[config.mk]
export PLATFORM = sky130hd
export DESIGN_NAME = regfile_sequencer
export DESIGN_NICKNAME = d
export VERILOG_FILES = /design/src/rtl/regfile_sequencer.sv
export SDC_FILE = /design/constraint.sdc
export NUM_CORES = 1
export LEC_CHECK = 0
export CAP_MARGIN = 20
export CORE_ASPECT_RATIO = 0.6
export CORE_MARGIN = 5
export CORE_UTILIZATION = 30
export DETAILED_ROUTE_END_ITERATION = 6
export GPL_ROUTABILITY_DRIVEN = 0
export PLACE_DENSITY_LB_ADDON = 0.3
export SETUP_SLACK_MARGIN = 0.4
export SYNTH_ARGS = -nofsm -noshare
export SYNTH_HDL_FRONTEND = slang
export SYNTH_SLANG_ARGS = --single-unit
export TNS_END_PERCENT = 1
[constraint.sdc]
create_clock -name clk_i -period 1.7 [get_ports clk_i]
set_input_delay 0.34 -clock clk_i [delete_from_list [all_inputs] [get_ports clk_i]]
set_output_delay 0.34 -clock clk_i [all_outputs]
set_load 0.005 [all_outputs]
[src/rtl/regfile_sequencer.sv]
// Register-file control sequencer: write/read strobe timing, writeback arbitration, lock scoreboard.
// Optional REGFILE_SEQ_LOCK_EN enables the per-register lock scoreboard and hazard stalls.
module regfile_sequencer #(
    parameter int NumRegs = 32
) (
    input  logic               clk_i,
    input  logic               rst_ni,

    input  logic               issue_valid_i,
    output logic               issue_ready_o,
    input  logic [4:0]         issue_raddr_a_i,
    input  logic [4:0]         issue_raddr_b_i,
    input  logic               issue_use_a_i,
    input  logic               issue_use_b_i,
    input  logic [4:0]         issue_waddr_i,
    input  logic               issue_lock_i,
    output logic               rdata_valid_o,

    input  logic               wb_alu_valid_i,
    input  logic               wb_lsu_valid_i,
    input  logic [4:0]         wb_alu_addr_i,
    input  logic [4:0]         wb_lsu_addr_i,
    output logic               wb_alu_ready_o,
    output logic               wb_lsu_ready_o,

    output logic               rf_en_r_o,
    output logic               rf_en_w_o,
    output logic               rf_req_ra_o,
    output logic               rf_req_rb_o,
    output logic               rf_req_w_o,
    output logic [4:0]         rf_raddr_a_o,
    output logic [4:0]         rf_raddr_b_o,
    output logic [4:0]         rf_waddr_o,
    output logic               rf_soursel_o,

    output logic [NumRegs-1:0] lock_o
);

    typedef enum logic [2:0] {
        IDLE,
        W_SETUP,
        W_STROBE,
        R_SETUP,
        R_STROBE,
        R_DONE
    } state_e;

    state_e     state_q, state_d;
    logic       last_alu_q, last_alu_d;

    logic       wb_any;
    logic       grant_alu;
    logic       hazard;
    logic       accept;

    logic       en_r_d, en_w_d;
    logic       req_ra_d, req_rb_d, req_w_d;
    logic [4:0] raddr_a_d, raddr_b_d, waddr_d;
    logic       soursel_d;
    logic       rdata_valid_d;
    logic       alu_ready_d, lsu_ready_d;

    assign wb_any    = wb_alu_valid_i | wb_lsu_valid_i;
    // On contention, grant whichever source did not win last time.
    assign grant_alu = (wb_alu_valid_i & wb_lsu_valid_i) ? ~last_alu_q
                                                         : wb_alu_valid_i;

    assign issue_ready_o = (state_q == IDLE) & ~wb_any & ~hazard;
    assign accept        = issue_valid_i & issue_ready_o;

`ifdef REGFILE_SEQ_LOCK_EN
    logic [NumRegs-1:0] lock_q;

    assign hazard = (issue_use_a_i & lock_q[issue_raddr_a_i])
                  | (issue_use_b_i & lock_q[issue_raddr_b_i])
                  | (issue_lock_i  & lock_q[issue_waddr_i]);

    // Clear only in W_STROBE, set only on accept in IDLE: never both at once.
    always_ff @(posedge clk_i or negedge rst_ni) begin
        if (!rst_ni) begin
            lock_q <= '0;
        end else begin
            if (state_q == W_STROBE) begin
                lock_q[rf_waddr_o] <= 1'b0;
            end
            if (accept && issue_lock_i && (issue_waddr_i != 5'd0)) begin
                lock_q[issue_waddr_i] <= 1'b1;
            end
        end
    end

    assign lock_o = lock_q;
`else
    logic unused_lock;

    assign hazard      = 1'b0;
    assign lock_o      = '0;
    assign unused_lock = ^{issue_lock_i, issue_waddr_i};
`endif

    always_comb begin
        state_d       = state_q;
        last_alu_d    = last_alu_q;
        en_r_d        = 1'b0;
        en_w_d        = 1'b0;
        req_ra_d      = 1'b0;
        req_rb_d      = 1'b0;
        req_w_d       = 1'b0;
        raddr_a_d     = rf_raddr_a_o;
        raddr_b_d     = rf_raddr_b_o;
        waddr_d       = rf_waddr_o;
        soursel_d     = rf_soursel_o;
        rdata_valid_d = 1'b0;
        alu_ready_d   = 1'b0;
        lsu_ready_d   = 1'b0;

        unique case (state_q)
            IDLE: begin
                if (wb_any) begin
                    state_d    = W_SETUP;
                    last_alu_d = grant_alu;
                    soursel_d  = grant_alu;
                    waddr_d    = grant_alu ? wb_alu_addr_i : wb_lsu_addr_i;
                    req_w_d    = (waddr_d != 5'd0);
                end else if (accept) begin
                    state_d   = R_SETUP;
                    raddr_a_d = issue_raddr_a_i;
                    raddr_b_d = issue_raddr_b_i;
                    req_ra_d  = issue_use_a_i;
                    req_rb_d  = issue_use_b_i;
                end
            end
            W_SETUP: begin
                state_d     = W_STROBE;
                en_w_d      = 1'b1;
                req_w_d     = rf_req_w_o;
                alu_ready_d = rf_soursel_o;
                lsu_ready_d = ~rf_soursel_o;
            end
            W_STROBE: begin
                state_d = IDLE;
            end
            R_SETUP: begin
                state_d  = R_STROBE;
                en_r_d   = 1'b1;
                req_ra_d = rf_req_ra_o;
                req_rb_d = rf_req_rb_o;
            end
            R_STROBE: begin
                state_d       = R_DONE;
                rdata_valid_d = 1'b1;
            end
            R_DONE: begin
                state_d = IDLE;
            end
            default: begin
                state_d = IDLE;
            end
        endcase
    end

    always_ff @(posedge clk_i or negedge rst_ni) begin
        if (!rst_ni) begin
            state_q    <= IDLE;
            last_alu_q <= 1'b1;
        end else begin
            state_q    <= state_d;
            last_alu_q <= last_alu_d;
        end
    end

    // Registered outputs carry the values of the state being entered.
    always_ff @(posedge clk_i or negedge rst_ni) begin
        if (!rst_ni) begin
            rf_en_r_o      <= 1'b0;
            rf_en_w_o      <= 1'b0;
            rf_req_ra_o    <= 1'b0;
            rf_req_rb_o    <= 1'b0;
            rf_req_w_o     <= 1'b0;
            rf_raddr_a_o   <= 5'd0;
            rf_raddr_b_o   <= 5'd0;
            rf_waddr_o     <= 5'd0;
            rf_soursel_o   <= 1'b0;
            rdata_valid_o  <= 1'b0;
            wb_alu_ready_o <= 1'b0;
            wb_lsu_ready_o <= 1'b0;
        end else begin
            rf_en_r_o      <= en_r_d;
            rf_en_w_o      <= en_w_d;
            rf_req_ra_o    <= req_ra_d;
            rf_req_rb_o    <= req_rb_d;
            rf_req_w_o     <= req_w_d;
            rf_raddr_a_o   <= raddr_a_d;
            rf_raddr_b_o   <= raddr_b_d;
            rf_waddr_o     <= waddr_d;
            rf_soursel_o   <= soursel_d;
            rdata_valid_o  <= rdata_valid_d;
            wb_alu_ready_o <= alu_ready_d;
            wb_lsu_ready_o <= lsu_ready_d;
        end
    end

endmodule

=== Word level (Yosys, flattened, before mapping) ===
Cells that the tools add are included.

* Bits in registers: 28
* Word-level logic and storage cells: 47

* Multiplexer cells: 18
* Bitwise logic cells: 7
* Eq/ne operators: 4
* Reductions and logical operators: 4

{| class="wikitable"
|+ Operator list
! kind !! count
|-
| case mux 3 bit (4 select lines) || 1
|-
| two-way mux 1 bit || 11
|-
| two-way mux 3 bit || 2
|-
| case mux 1 bit (2 select lines) || 3
|-
| two-way mux 5 bit || 1
|-
| nonzero test 5 bit || 1
|-
| bitwise AND 1 bit || 3
|-
| == test 3 x 1 -> 1 bit, second input constant || 1
|-
| == test 3 x 2 -> 1 bit, second input constant || 1
|-
| == test 3 bit, second input constant || 1
|-
| logical NOT 3 bit || 1
|-
| != test 3 bit, second input constant || 1
|-
| inverter 1 bit || 3
|-
| AND reduction 3 bit || 1
|-
| AND reduction 2 bit || 1
|-
| bitwise OR 1 bit || 1
|}

=== Logic depth before layout (Yosys ltp) ===
Gate-level depths: netlist of run 1.

* Depth after elaboration: 7
* Gate-level depth with buffers: 4
* Depth with buffers taken out: 4

=== Least setup slack after synthesis of run 1 ===
OpenSTA, ideal clock, no wires.

* Kind: reg-to-reg
* From: register state_q[2]
* To: register rf_raddr_a_o[1]
* Library setup time: 0.128 ns
* Slack: 0.163 ns
* Arrival time: 1.410 ns
* Data required time: 1.572 ns
* Path buffers: 1
* Stages on the path, launching flop included: 5
* Period minus slack after synthesis: 1.537 ns
* Cells stage by stage: dfrtp_1 nor3_2 and3_1 buf_4 mux2_1

* Word-level cells in the longest chain between the ends: 4

{| class="wikitable"
|+ RTL lines
! element !! RTL line !! text
|-
| start, declared || 48 || <nowiki>state_e state_q, state_d;</nowiki>
|-
| start signal, assigned || 167 || <nowiki>state_q <= state_d;</nowiki>
|-
| logical NOT 3 bit (*) || 68, 117 ||
|-
| bitwise AND 1 bit || 68 || <nowiki>assign issue_ready_o = (state_q == IDLE) & ~wb_any & ~hazard;</nowiki>
|-
| bitwise AND 1 bit || 69 || <nowiki>assign accept = issue_valid_i & issue_ready_o;</nowiki>
|-
| AND reduction 3 bit (no line) (*) || n/a ||
|-
| end signal, assigned || 193 || <nowiki>rf_raddr_a_o <= raddr_a_d;</nowiki>
|-
| end, declared || 31 || <nowiki>output logic [4:0] rf_raddr_a_o,</nowiki>
|}

Every way passes the cells marked *; elsewhere a longest branch is shown, timed or not.
A chain may end at the register's enable or synchronous reset.

=== Worst setup path in the final report of run 1 ===
* From: register state_q[2]
* To: output port issue_ready_o

* Word-level cells in the longest chain between the ends: 2

{| class="wikitable"
|+ RTL lines
! element !! RTL line !! text
|-
| logical NOT 3 bit || 68 ||
|-
| bitwise AND 1 bit || 68 ||
|-
| end, declared || 10 || <nowiki>output logic issue_ready_o,</nowiki>
|}

No other way between the ends.

==> results.yml, run 1 <==
place:
  dpl.hpwl_mm: 2.34
  place_area_mm2: 0.00191
  pre_cts_ws_ps: -311
  io_buffer_count: 51
power_and_ir_drop:
  vdd_drop_max_uv: 671
  cellPowerDensity_mw_per_mm2: 1470
  leakagePower_nw: 0.946
  p_total_w: 0.00299
timing:
  slew_viol_final: 0
  finalCritPeriodShare: 0.888
  fin_crit_ps: 1510
  fin_tns_setup_ps: 0
  setup_viol: 0
  setup_ws_ps: 190
  rsz0062_at_grt: "true"
  hold_viol_final: 0
  clock-skew-final_ps: 5.37
  max_freq_ghz: 0.662
cts:
  htreeDepth: 1
  numCtsBuffers: 3
  clkSlewWorstSetupHoldPaths_ps: 90
  cts_tree: "yes"
  clockBufferDepth: 2
  cts-root-buf: "clkbuf_8"
  insertion_delay_ps: 270
  cts_sinks: 28
setup_path:
  start_kind: "flip-flop"
  end_kind: "output port"
  cp_slowest_stage_delay_ps: 430
  cp_top_family: "flip-flops"
  crit_chain: "nor3_4 > and2_1 > buf_2"
  cp_num_buf_inv: 1
  cp_slowest_cell: "dfrtp_1"
  critPathKind: "reg -> out"
  worstPathArrival_ps: 1170
  worst_ep_required_time_ps: 1360
  path_max_fanout: 2
logic_synthesis:
  synth_edf_count: 0
  synthArstFlopShare: 1.00
  avgSynthCellArea_um2: 11.9
  synth_ff_type: "dfrtp_1"
  synth_seq_cells: 28
  synthDistinctLibCells: 27
  syn_inst: 115
  synth-seq-area-share: 0.513
  yosysWarnings: 0
  synth_area_mm2: 0.00137
layout:
  final_common_cell: "clkdlybuf4s50_1"
  layout_common_cells: "43 x clkdlybuf4s50_1, 32 x conb_1, 27 x dfrtp_1, 15 x mux2_1, 14 x buf_4"
  drive_above_1_share: 0.180
  design_area_mm2: 0.00203
  n_antenna_cell: 0
  finish.utilization: 0.453
  area_growth_pct: 48.8
  fillerInstances: 406
  finalNetCount: 217
floorplan:
  pin_count: 90
  die-area_mm2: 0.00605
  initial_utilization: 0.304
  fp.coreArea_mm2: 0.00449
  fp-row-count: 19
  die_x_um: 97.2
  die_h_um: 62.3
global_route:
  antenna_found_initial: 0
  grt_pass1_vias: 1028
  gr-total-overflow: 0
  grt_max_degree: 29
  grt_pass1_wl_mm: 4.95
  grt_usage: 0.0995
route:
  viasPerCell: 3.98
  drc: 0
  wl_per_cell_um: 12.3
  postRouteAntennaNets: 0
  drt_pass1_iterations: 3
  routed_wirelength_mm: 3.03
  num_vias: 978
  drt-initial-drc-count: 20
min_path:
  min_path_type: "in -> async"
status:
  status: "completed"
run:
  drv_cap: 0
## final cells by class
cell class              count  area [µm²]  share of cell area
clock buffers               3        41.3              0.0203
clock inverters             1        30.0              0.0148
inverters                   2        7.51             0.00369
multi-input cells          83         562               0.276
flip-flops and latches     28         702               0.345
well taps                  63        78.8              0.0387
repair buffers             66         613               0.301
## per-layer routing
metal  vias up  part of all wire  global-route usage
met3         0             0.058              0.0268
met1       475              0.43               0.125
met4         0                 0              0.0263
met5         -                 0                   0
met2        39              0.51               0.169
li1        464                 -                   -
## final timing paths
kind,start,to,slack (ps),depth (start not counted)
worst min register to register,rf_raddr_b_o[1],rf_raddr_b_o[1],490,1
worst max register to register,state_q[2],rf_waddr_o[4],200,5
max in group asynchronous,rst_ni,last_alu_q,950,2
worst max-delay path,state_q[2],issue_ready_o,190,3
min in group clk_i,rf_raddr_b_o[1],rf_raddr_b_o[1],490,1
worst min-delay path,rst_ni,rf_waddr_o[1],440,2
## kinds of logic after synthesis
family | share of synthesized area
buf+inv | 0.190
flops | 0.513
simple gates | 0.0851
mux | 0.165
compound gates | 0.0439
other cells | 0.00274
## Yosys cell counts (2+ instances only)
cell type  number  area [µm²]
a21oi_1         2        10.0
a22o_1          2        17.5
buf_4          33         248
dfrtp_1        27         676
inv_1           2        7.51
mux2_1         16         180
mux2_2          4        45.0
nand2_1         3        11.3
nor2_1          6        22.5
nor3_1          3        15.0
## state kept, by name (all words and copies together) (netlist names)
signal	count
rf_en_w_o	1
rdata_valid_o	1
rf_req_ra_o	1
rf_req_w_o	1
rf_raddr_a_o	5
wb_lsu_ready_o	1
rf_soursel_o	1
rf_waddr_o	5
last_alu_q	1
rf_en_r_o	1
rf_raddr_b_o	5
wb_alu_ready_o	1
state_q	3
rf_req_rb_o	1
## power by group
part / switching, W / total (W) / internal, W
Combinational: 0.000468 / 0.00135 / 0.000879
Clock: 0.000202 / 0.000518 / 0.000315
Sequential: 0.000161 / 0.00113 / 0.000968
Total: 0.000831 / 0.00299 / 0.00216
## per-stage QoR
stage	hold slack (ps)	cells
2_1_floorplan	44.4	146
3_3_place_gp	445	236
3_5_place_dp	452	236
4_1_cts	453	245
5_1_grt	473	246
6_report	439	246
## repair_timing
item | in CTS | in global routing
endpoints found under the setup margin | 44 | 44
pin swaps | 6 | 2
gates resized for setup | 14 | 2
endpoints found under the hold margin | 0 | 0
cloned | 1 | 0
hold buffers | 0 | 0
buffers inserted | 4 | 1
No activity file was read; power rests on OpenSTA's default activity.
==> run 2, diff against run 1 <==
GPL_TIMING_DRIVEN = 1   (was default)
==> results of run 2 <==
Final layout, timing and power as in run 1 (identical DEF).
==> run 3, diff against run 2 <==
CTS_CLUSTER_DIAMETER = 40   (was default)
==> results of run 3 <==
Final layout, timing and power as in run 1 (identical DEF).
